**src/rtl/vga_pkg.sv**
```systemverilog
// ---------------------------------------------------------------------------
// vga_pkg
// Shared definitions for the VGA pixel write-port controller.
//   VGA_WIDTH / VGA_HEIGHT : logical framebuffer size (640x480 divided by 4)
//   fill_state_e           : fill controller states
//   fill_cmd_t             : rectangle fill command (inclusive bounds + colour)
// ---------------------------------------------------------------------------
package vga_pkg;

    localparam int VGA_WIDTH  = 160;
    localparam int VGA_HEIGHT = 120;

    typedef enum logic [1:0] {
        IDLE = 2'd0,
        FILL = 2'd1,
        DONE = 2'd2
    } fill_state_e;

    typedef struct packed {
        logic [7:0]  x0;
        logic [7:0]  x1;
        logic [7:0]  y0;
        logic [7:0]  y1;
        logic [11:0] color;
    } fill_cmd_t;

endpackage

```
**src/rtl/vga_fill_arb_if.sv**
```systemverilog
// ---------------------------------------------------------------------------
// vga_fill_arb_if
// Bundles every non-clock signal of vga_fill_arb.
//   CPU port  : i_cpuWr, i_cpuAddr, i_cpuData -> o_cpuReady
//   Fill cmd  : i_cmdValid, i_cmdX0/X1/Y0/Y1, i_cmdColor -> o_cmdReady
//   Control   : i_abort, i_irqAck
//   Pixel mem : o_pxlWr, o_pxlAddr, o_pxlData
//   Status    : o_busy, o_done, o_irq, o_dbgState (FSM state for observation)
// Handshakes: the CPU write is taken in any cycle where i_cpuWr & o_cpuReady;
// a fill command is taken in any cycle where i_cmdValid & o_cmdReady. A
// requester holds its request until it sees the matching ready.
// modport master : drives the requests (CPU / command source)
// modport slave  : the controller itself
// ---------------------------------------------------------------------------
interface vga_fill_arb_if;
    import vga_pkg::*;

    logic        i_cpuWr;
    logic [31:0] i_cpuAddr;
    logic [31:0] i_cpuData;
    logic        o_cpuReady;
    logic        i_cmdValid;
    logic        o_cmdReady;
    logic [7:0]  i_cmdX0;
    logic [7:0]  i_cmdX1;
    logic [7:0]  i_cmdY0;
    logic [7:0]  i_cmdY1;
    logic [11:0] i_cmdColor;
    logic        i_abort;
    logic        o_pxlWr;
    logic [31:0] o_pxlAddr;
    logic [31:0] o_pxlData;
    logic        o_busy;
    logic        o_done;
    logic        o_irq;
    logic        i_irqAck;
    fill_state_e o_dbgState;

    modport master (
        output i_cpuWr, i_cpuAddr, i_cpuData, i_cmdValid,
               i_cmdX0, i_cmdX1, i_cmdY0, i_cmdY1, i_cmdColor,
               i_abort, i_irqAck,
        input  o_cpuReady, o_cmdReady, o_pxlWr, o_pxlAddr, o_pxlData,
               o_busy, o_done, o_irq, o_dbgState
    );

    modport slave (
        input  i_cpuWr, i_cpuAddr, i_cpuData, i_cmdValid,
               i_cmdX0, i_cmdX1, i_cmdY0, i_cmdY1, i_cmdColor,
               i_abort, i_irqAck,
        output o_cpuReady, o_cmdReady, o_pxlWr, o_pxlAddr, o_pxlData,
               o_busy, o_done, o_irq, o_dbgState
    );

endinterface

```
**src/rtl/vga_rect_walker.sv**
```systemverilog
// ---------------------------------------------------------------------------
// vga_rect_walker
// Raster cursor for the rectangle fill. On i_load it clamps the far corner
// to the screen, latches the bounds and parks the cursor at (x0,y0); on
// i_step it moves one pixel along the line, wrapping to the next line.
//   i_clk, i_reset        : clock, async active-high reset
//   i_load                : latch bounds from i_x0/i_x1/i_y0/i_y1
//   i_step                : advance cursor by one pixel
//   i_x0..i_y1            : raw command bounds (inclusive)
//   o_x, o_y              : current cursor
//   o_last                : cursor sits on the final pixel (x1,y1)
//   o_empty               : raw command bounds give an empty rectangle
// ---------------------------------------------------------------------------
module vga_rect_walker #(
    parameter int WIDTH  = 160,
    parameter int HEIGHT = 120
) (
    input  logic       i_clk,
    input  logic       i_reset,
    input  logic       i_load,
    input  logic       i_step,
    input  logic [7:0] i_x0,
    input  logic [7:0] i_x1,
    input  logic [7:0] i_y0,
    input  logic [7:0] i_y1,
    output logic [7:0] o_x,
    output logic [7:0] o_y,
    output logic       o_last,
    output logic       o_empty
);

    localparam logic [7:0] X_MAX = 8'(WIDTH - 1);
    localparam logic [7:0] Y_MAX = 8'(HEIGHT - 1);

    logic [7:0] x1_clamp;
    logic [7:0] y1_clamp;
    logic [7:0] x_q, x_d, y_q, y_d;
    logic [7:0] x0_q, x0_d, x1_q, x1_d, y1_q, y1_d;

    assign x1_clamp = (i_x1 > X_MAX) ? X_MAX : i_x1;
    assign y1_clamp = (i_y1 > Y_MAX) ? Y_MAX : i_y1;
    // Evaluated on the raw inputs so the controller can skip FILL on accept.
    assign o_empty  = (x1_clamp < i_x0) || (y1_clamp < i_y0);

    always_comb begin
        x_d  = x_q;
        y_d  = y_q;
        x0_d = x0_q;
        x1_d = x1_q;
        y1_d = y1_q;
        if (i_load) begin
            x_d  = i_x0;
            y_d  = i_y0;
            x0_d = i_x0;
            x1_d = x1_clamp;
            y1_d = y1_clamp;
        end else if (i_step) begin
            if (x_q == x1_q) begin
                x_d = x0_q;
                y_d = y_q + 8'd1;
            end else begin
                x_d = x_q + 8'd1;
            end
        end
    end

    always_ff @(posedge i_clk or posedge i_reset) begin
        if (i_reset) begin
            x_q  <= '0;
            y_q  <= '0;
            x0_q <= '0;
            x1_q <= '0;
            y1_q <= '0;
        end else begin
            x_q  <= x_d;
            y_q  <= y_d;
            x0_q <= x0_d;
            x1_q <= x1_d;
            y1_q <= y1_d;
        end
    end

    assign o_x    = x_q;
    assign o_y    = y_q;
    assign o_last = (x_q == x1_q) && (y_q == y1_q);

endmodule

```
**src/rtl/vga_fill_arb.sv**
```systemverilog
// ---------------------------------------------------------------------------
// vga_fill_arb
// Owns the single VGA pixel-memory write port and shares it between CPU
// pixel stores and a rectangle-fill engine. The CPU has priority, but after
// MAX_STALL consecutive stolen fill cycles the fill gets one forced slot.
// All pixel-port outputs are registered (one cycle after the grant).
//   i_clk, i_reset : clock, async active-high reset
//   bus (slave)    : CPU port, fill command, abort, pixel port, status, irq
// Optional: define VGA_FILL_IRQ_EN to get a sticky o_irq completion flag
// cleared by i_irqAck; otherwise o_irq is 0 and i_irqAck is ignored.
// ---------------------------------------------------------------------------
module vga_fill_arb
    import vga_pkg::*;
#(
    parameter int WIDTH     = VGA_WIDTH,
    parameter int HEIGHT    = VGA_HEIGHT,
    parameter int MAX_STALL = 4
) (
    input  logic          i_clk,
    input  logic          i_reset,
    vga_fill_arb_if.slave bus
);

    localparam int SW = $clog2(MAX_STALL + 1);

    fill_state_e state_q, state_d;
    logic [SW-1:0] stall_q, stall_d;
    logic [11:0]   color_q, color_d;
    logic          pxl_wr_q, pxl_wr_d;
    logic [31:0]   pxl_addr_q, pxl_addr_d;
    logic [31:0]   pxl_data_q, pxl_data_d;
    logic          done_q;

    logic       accept;
    logic       in_fill;
    logic       stall_max;
    logic       cpu_ready;
    logic       cpu_grant;
    logic       fill_grant;
    logic [7:0] walk_x, walk_y;
    logic       walk_last, walk_empty;
    logic [15:0] fill_addr;

    vga_rect_walker #(
        .WIDTH  (WIDTH),
        .HEIGHT (HEIGHT)
    ) u_walker (
        .i_clk   (i_clk),
        .i_reset (i_reset),
        .i_load  (accept),
        .i_step  (fill_grant),
        .i_x0    (bus.i_cmdX0),
        .i_x1    (bus.i_cmdX1),
        .i_y0    (bus.i_cmdY0),
        .i_y1    (bus.i_cmdY1),
        .o_x     (walk_x),
        .o_y     (walk_y),
        .o_last  (walk_last),
        .o_empty (walk_empty)
    );

    assign accept    = bus.i_cmdValid && (state_q == IDLE);
    assign in_fill   = (state_q == FILL);
    assign stall_max = (stall_q == SW'(MAX_STALL));
    // Only the forced fill slot ever refuses the CPU.
    assign cpu_ready = !(in_fill && bus.i_cpuWr && stall_max);
    assign cpu_grant = bus.i_cpuWr && cpu_ready;
    // Fill wins when the CPU is quiet or has used up its stall allowance;
    // an abort cycle never writes a fill pixel.
    assign fill_grant = in_fill && !bus.i_abort && !(bus.i_cpuWr && !stall_max);
    assign fill_addr  = 16'(walk_y) * 16'(WIDTH) + 16'(walk_x);

    always_comb begin
        state_d    = state_q;
        stall_d    = '0;
        color_d    = color_q;
        pxl_wr_d   = 1'b0;
        pxl_addr_d = pxl_addr_q;
        pxl_data_d = pxl_data_q;

        case (state_q)
            IDLE: begin
                if (accept) begin
                    color_d = bus.i_cmdColor;
                    state_d = walk_empty ? DONE : FILL;
                end
            end
            FILL: begin
                if (bus.i_abort) begin
                    state_d = IDLE;
                end else if (fill_grant) begin
                    if (walk_last) begin
                        state_d = DONE;
                    end
                end else begin
                    stall_d = stall_q + SW'(1);
                end
            end
            DONE: begin
                state_d = IDLE;
            end
            default: begin
                state_d = IDLE;
            end
        endcase

        if (cpu_grant) begin
            pxl_wr_d   = 1'b1;
            pxl_addr_d = bus.i_cpuAddr;
            pxl_data_d = bus.i_cpuData;
        end else if (fill_grant) begin
            pxl_wr_d   = 1'b1;
            pxl_addr_d = {16'b0, fill_addr};
            pxl_data_d = {20'b0, color_q};
        end
    end

    always_ff @(posedge i_clk or posedge i_reset) begin
        if (i_reset) begin
            state_q    <= IDLE;
            stall_q    <= '0;
            color_q    <= '0;
            pxl_wr_q   <= 1'b0;
            pxl_addr_q <= '0;
            pxl_data_q <= '0;
            done_q     <= 1'b0;
        end else begin
            state_q    <= state_d;
            stall_q    <= stall_d;
            color_q    <= color_d;
            pxl_wr_q   <= pxl_wr_d;
            pxl_addr_q <= pxl_addr_d;
            pxl_data_q <= pxl_data_d;
            // Registered like the pixel port, so the pulse follows the last write.
            done_q     <= (state_q == DONE);
        end
    end

`ifdef VGA_FILL_IRQ_EN
    logic irq_q;

    // Set covers both the DONE cycle and the visible o_done cycle, so an ack
    // arriving together with a fresh completion cannot clear it.
    always_ff @(posedge i_clk or posedge i_reset) begin
        if (i_reset) begin
            irq_q <= 1'b0;
        end else begin
            irq_q <= (state_q == DONE) || done_q || (irq_q && !bus.i_irqAck);
        end
    end

    assign bus.o_irq = irq_q;
`else
    logic unused_irq_ack;
    assign unused_irq_ack = bus.i_irqAck;
    assign bus.o_irq      = 1'b0;
`endif

    assign bus.o_cpuReady = cpu_ready;
    assign bus.o_cmdReady = (state_q == IDLE);
    assign bus.o_busy     = (state_q != IDLE);
    assign bus.o_done     = done_q;
    assign bus.o_pxlWr    = pxl_wr_q;
    assign bus.o_pxlAddr  = pxl_addr_q;
    assign bus.o_pxlData  = pxl_data_q;
    assign bus.o_dbgState = state_q;

endmodule
```
**src/flat_wrapper.sv**
```systemverilog
// flat-port wrapper written by rule: the top's interface ports become plain ports
module vga_fill_arb_flat import vga_pkg::*;
#(
    parameter int WIDTH     = VGA_WIDTH,
    parameter int HEIGHT    = VGA_HEIGHT,
    parameter int MAX_STALL = 4
)
  (i_clk, i_reset, bus_i_cpuWr, bus_i_cpuAddr, bus_i_cpuData, bus_i_cmdValid, bus_i_cmdX0, bus_i_cmdX1, bus_i_cmdY0, bus_i_cmdY1, bus_i_cmdColor, bus_i_abort, bus_i_irqAck, bus_o_cpuReady, bus_o_cmdReady, bus_o_pxlWr, bus_o_pxlAddr, bus_o_pxlData, bus_o_busy, bus_o_done, bus_o_irq, bus_o_dbgState);
  vga_fill_arb_if bus_i ();
  input  logic i_clk;
  input  logic i_reset;
  input wire logic [$bits(bus_i.i_cpuWr)-1:0] bus_i_cpuWr;
  input wire logic [$bits(bus_i.i_cpuAddr)-1:0] bus_i_cpuAddr;
  input wire logic [$bits(bus_i.i_cpuData)-1:0] bus_i_cpuData;
  input wire logic [$bits(bus_i.i_cmdValid)-1:0] bus_i_cmdValid;
  input wire logic [$bits(bus_i.i_cmdX0)-1:0] bus_i_cmdX0;
  input wire logic [$bits(bus_i.i_cmdX1)-1:0] bus_i_cmdX1;
  input wire logic [$bits(bus_i.i_cmdY0)-1:0] bus_i_cmdY0;
  input wire logic [$bits(bus_i.i_cmdY1)-1:0] bus_i_cmdY1;
  input wire logic [$bits(bus_i.i_cmdColor)-1:0] bus_i_cmdColor;
  input wire logic [$bits(bus_i.i_abort)-1:0] bus_i_abort;
  input wire logic [$bits(bus_i.i_irqAck)-1:0] bus_i_irqAck;
  output wire logic [$bits(bus_i.o_cpuReady)-1:0] bus_o_cpuReady;
  output wire logic [$bits(bus_i.o_cmdReady)-1:0] bus_o_cmdReady;
  output wire logic [$bits(bus_i.o_pxlWr)-1:0] bus_o_pxlWr;
  output wire logic [$bits(bus_i.o_pxlAddr)-1:0] bus_o_pxlAddr;
  output wire logic [$bits(bus_i.o_pxlData)-1:0] bus_o_pxlData;
  output wire logic [$bits(bus_i.o_busy)-1:0] bus_o_busy;
  output wire logic [$bits(bus_i.o_done)-1:0] bus_o_done;
  output wire logic [$bits(bus_i.o_irq)-1:0] bus_o_irq;
  output wire logic [$bits(bus_i.o_dbgState)-1:0] bus_o_dbgState;
  assign bus_i.i_cpuWr = bus_i_cpuWr;
  assign bus_i.i_cpuAddr = bus_i_cpuAddr;
  assign bus_i.i_cpuData = bus_i_cpuData;
  assign bus_i.i_cmdValid = bus_i_cmdValid;
  assign bus_i.i_cmdX0 = bus_i_cmdX0;
  assign bus_i.i_cmdX1 = bus_i_cmdX1;
  assign bus_i.i_cmdY0 = bus_i_cmdY0;
  assign bus_i.i_cmdY1 = bus_i_cmdY1;
  assign bus_i.i_cmdColor = bus_i_cmdColor;
  assign bus_i.i_abort = bus_i_abort;
  assign bus_i.i_irqAck = bus_i_irqAck;
  assign bus_o_cpuReady = bus_i.o_cpuReady;
  assign bus_o_cmdReady = bus_i.o_cmdReady;
  assign bus_o_pxlWr = bus_i.o_pxlWr;
  assign bus_o_pxlAddr = bus_i.o_pxlAddr;
  assign bus_o_pxlData = bus_i.o_pxlData;
  assign bus_o_busy = bus_i.o_busy;
  assign bus_o_done = bus_i.o_done;
  assign bus_o_irq = bus_i.o_irq;
  assign bus_o_dbgState = bus_i.o_dbgState;
  vga_fill_arb #(.WIDTH(WIDTH), .HEIGHT(HEIGHT), .MAX_STALL(MAX_STALL)) u_core (.i_clk(i_clk), .i_reset(i_reset), .bus(bus_i));
endmodule
```
**config.mk**
```make
export PLATFORM = sky130hd
export DESIGN_NAME = vga_fill_arb_flat
export DESIGN_NICKNAME = d
export VERILOG_FILES = /design/src/rtl/vga_pkg.sv /design/src/rtl/vga_fill_arb_if.sv /design/src/rtl/vga_rect_walker.sv /design/src/rtl/vga_fill_arb.sv /design/src/flat_wrapper.sv
export SDC_FILE = /design/constraint.sdc
export NUM_CORES = 1
export LEC_CHECK = 0
export BUFFER_PORTS_ARGS = -buffer_cell sky130_fd_sc_hd__clkbuf_2
export CELL_PAD_IN_SITES_DETAIL_PLACEMENT = 1
export CELL_PAD_IN_SITES_GLOBAL_PLACEMENT = 1
export CORE_ASPECT_RATIO = 0.75
export CORE_UTILIZATION = 40
export DETAILED_ROUTE_END_ITERATION = 7
export PLACE_DENSITY = 0.84
export SYNTH_ARGS = -nofsm -noshare
export SYNTH_HDL_FRONTEND = slang
export SYNTH_HIERARCHICAL = 1
export SYNTH_SLANG_ARGS = --single-unit
```
**constraint.sdc**
```tcl
create_clock -name i_clk -period 3.4 [get_ports i_clk]
set_input_delay 0.17 -clock i_clk [delete_from_list [all_inputs] [get_ports i_clk]]
set_output_delay 0.17 -clock i_clk [all_outputs]
set_load 0.05 [all_outputs]
```
==> flow_summary.toml <==
[status]
status = "finished, final reports clean"

[cells_and_area]
drive_above_1_share_pct = 30.7
antennaDiodeCount = 0
fill_cells = 1759
multi_input_area_sq_mm = 0.00321
area_growth_pct = 35.0
ff_latch_area_sq_mm = 0.00308
final_nets = 989

[synth]
synthCells = 606
ys.warnings.count = 6
synth-seq-cells = 123
async_reset_ff_share_pct = 100
yosys.area.top_type_share_pct = 46.9
synthTopCellsByArea = "dfrtp_1, ha_1, a22o_1"
synth_top_area_cell = "dfrtp_1"
synth_edf_count = 0
seq_area_frac_synth_pct = 46.9
syn_nets = 755
synth_ff_type = "dfrtp_1"
netlist_area_sq_mm = 0.00656
synth_cell_type_count = 68
avgSynthCellArea_sq_um = 10.8

[die]
start_util_pct = 40.9
die_x_um = 150
die_h_um = 113
rows = 40
die_area_sq_mm = 0.0169
ioPinCount = 186
coreArea_sq_mm = 0.0160

[grt]
antenna_found_initial = 0
grt_pass1_wl_um = 31400
grt_pass1_vias = 6051
gr-usage-all-layers_pct = 23.8
grt_start_max_net_pins = 69
grt_overflow = 0

[placed_design]
routabilityCongestion = 0.758
dp_hpwl_um = 13000
place.port_buffers = 183

[clock_tree]
numCtsBuffers = 17
insertion_delay_ns = 0.41
cts_tree = "done"
root_buffer = "clkbuf_16"
cts_max_level = 4
path_clk_slew_ns = 0.06
cts_buffer_depth = 2
cts.sinks = 123

[min_path]
hold_depth = 2
worst_hold_path_type = "primary input to flop"

[sta]
fmax_mhz = 354
relSlewSlack_pct = 35.6
whs_ns = 0.00839
slew_violations = 0
rsz0062_at_grt = "no"
fin_crit_sh_pct = 83.1
worst_pin_slew_ns = 0.964
hold_viol_final = 0
min_period_ns = 2.83
setup_viol = 0
finClkSkew_ns = 0.0103
setup_tns_ns = 0

[run]
maxCapViolCount = 0

[routing]
vias_per_cell = 5.30
drc = 0
wl_um = 19200
avgRoutedWirePerCell_um = 18.1
num_vias = 5639
drt_iter0_markers = 177
drtAntennaViolNets = 0
firstDrtPassIters = 4

[power_and_ir_drop]
power.density_mw_per_mm2 = 654
pwr-share-seq_pct = 33.2
p_clk_share_pct = 34.9
power_switching_share_pct = 35.2
internal_power_uw = 3750
p_leak_uw = 0.00431
p_comb_share_pct = 31.9
ir_drop_v = 0.000411
p_sw_uw = 2040

[critical_path]
path_depth = 8
cp_slowest_stage_delay_ns = 0.49
worst-path-buf-inv = 0
cp_data_required_time_ns = 3.69
slowest_stage = "dfrtp_1"
critPathTopFamily = "adder cells"
crit_path_start_kind = "flop"
path_max_fanout = 8
cp_cell_sequence = "ha_1 > ha_1 > fa_1 > xor2_1 > nand3_1 > nor4_1 > a211o_1 > nand3_1"
critPathKind = "flop to flop"
arrival_ns = 3.12
cp-end-kind = "flop"
reg2regPathDepth = 8
## final cells by class
type,count,area share (%)
clock buffers,19,5.00
clock inverters,13,2.44
inverters,32,1.43
multi-input cells,422,36.2
flip-flops and latches,123,34.8
well taps,210,2.97
repair buffers,244,17.2
## power by group through the flow
stage | clock, uW | sequential [uW] | combinational (uW)
6_report | 2020 | 1920 | 1840
5_1_grt | 2120 | 1950 | 2010
4_1_cts | 2050 | 1920 | 1840
3_5_place_dp | 0 | 1940 | 1770
3_3_place_gp | 0 | 1930 | 1710
2_1_floorplan | 0 | 2180 | 1060
## through the flow
step	util [%]	cells	worst slack, ns	instance area (sq um)	power [uW]
after floorplan	-	606	0.399	6560	3230
after global placement	47.8	977	0.709	7650	3640
after detailed placement	47.8	977	0.626	7650	3720
after CTS	55.3	1063	0.583	8850	5810
after global routing	55.3	1063	0.424	8850	6080
final	55.3	1063	0.574	8850	5790
## synthesized netlist by cell type (all sizes together) (2+ instances only)
library cell and count:
a32oi 19, nor4b 2, a21oi 13, nand3 12, buf 16, o21ai 32
a31oi 4, nor3 11, conb 2, mux2i 9, dfrtp 123, a211oi 4
ha 33, nand4 9, o21a 3, inv 31, mux2 33, and3 5
a22oi 9, or3b 3, fa 2, nand4b 3, nand2b 10, o21ba 2
xor2 8, a21o 7, nand2 60, nor3b 3, nor2b 6, a211o 3
or2 5, nor4 4, xnor2 25, nand3b 2, and2 8, a22o 36
clkbuf 13, nor2 24, o22ai 2
## per-layer routing
metal	part of all wire (%)	vias up	routed length [um]	track usage, %
met4	1.8	0	341	7.41
li1	-	2654	-	-
met3	5.0	29	969	5.00
met2	49	159	9420	40.7
met5	0	-	0	0
met1	44	2797	8480	30.1
## sequential cells by signal, indices dropped and copies added (netlist names), 2 cells and up
signal / cells
u_core/bus.o_dbgState: 2
u_core/u_walker/x0_q: 8
u_core/u_walker/o_x: 8
u_core/u_walker/o_y: 8
u_core/u_walker/y1_q: 8
u_core/bus.o_pxlAddr: 32
u_core/color_q: 12
u_core/u_walker/x1_q: 8
u_core/bus.o_pxlData: 32
u_core/stall_q: 3
## worst paths after layout
check / slack (ns) / to / start
min reg2reg: 0.48 / u_core/stall_q[0]$_DFF_PP0_ / u_core/stall_q[0]$_DFF_PP0_
min: 0.008 / u_core/bus.o_pxlData[28]$_DFFE_PP0P_ / bus_i_cpuData[28]
min in group asynchronous: 0.39 / u_core/bus.o_pxlAddr[2]$_DFFE_PP0P_ / i_reset
max in group asynchronous: 2.20 / u_core/bus.o_pxlData[17]$_DFFE_PP0P_ / i_reset
max reg2reg: 0.57 / u_core/bus.o_pxlAddr[14]$_DFFE_PP0P_ / u_core/u_walker/o_y[1]$_DFFE_PP0P_
max: 0.57 / u_core/bus.o_pxlAddr[14]$_DFFE_PP0P_ / u_core/u_walker/o_y[1]$_DFFE_PP0P_
## cells by family (layout without fill, tap and decap cells)
family,after synthesis,after routing,synth area share [%]
other,2,2,0.115
AO/OA/AOI/OAI,140,140,16.1
AND/OR/NAND/NOR,170,170,13.8
adder cells (fa/ha/maj),35,35,6.91
buffers and inverters,61,308,4.24
flip-flops,123,123,46.9
multiplexers,42,42,7.04
XOR/XNOR,33,33,4.87
## layout by cell type (no fill, tap or decap), types with 21 or more instances in the layout
cell           netlist  layout
inv_1               30      28
dfrtp_1            123     123
a22o_1              36      36
o21ai_1             23      23
xnor2_1             21      21
nor2_1              24      23
clkbuf_2             0     183
ha_1                33      33
dlygate4sd3_1        0      54
nand2_1             60      60
## worst reg2reg max path: cells and delay by family (launching register included)
kind                       cells  cell delay, ns
DFF                            1            0.49
and+or+nand+nor                3            0.70
AOI/OAI and AO/OA              1            0.18
xor gates and xnor gates       1            0.31
adders and majority gates      3            1.04
## timing repair
item	4_1_cts	5_1_grt
resized for setup	0	0
setup endpoints to repair	0	0
hold endpoints to repair	128	0
hold buffers	54	0
setup buffers	0	0
Power figures use the tool's default switching activity.
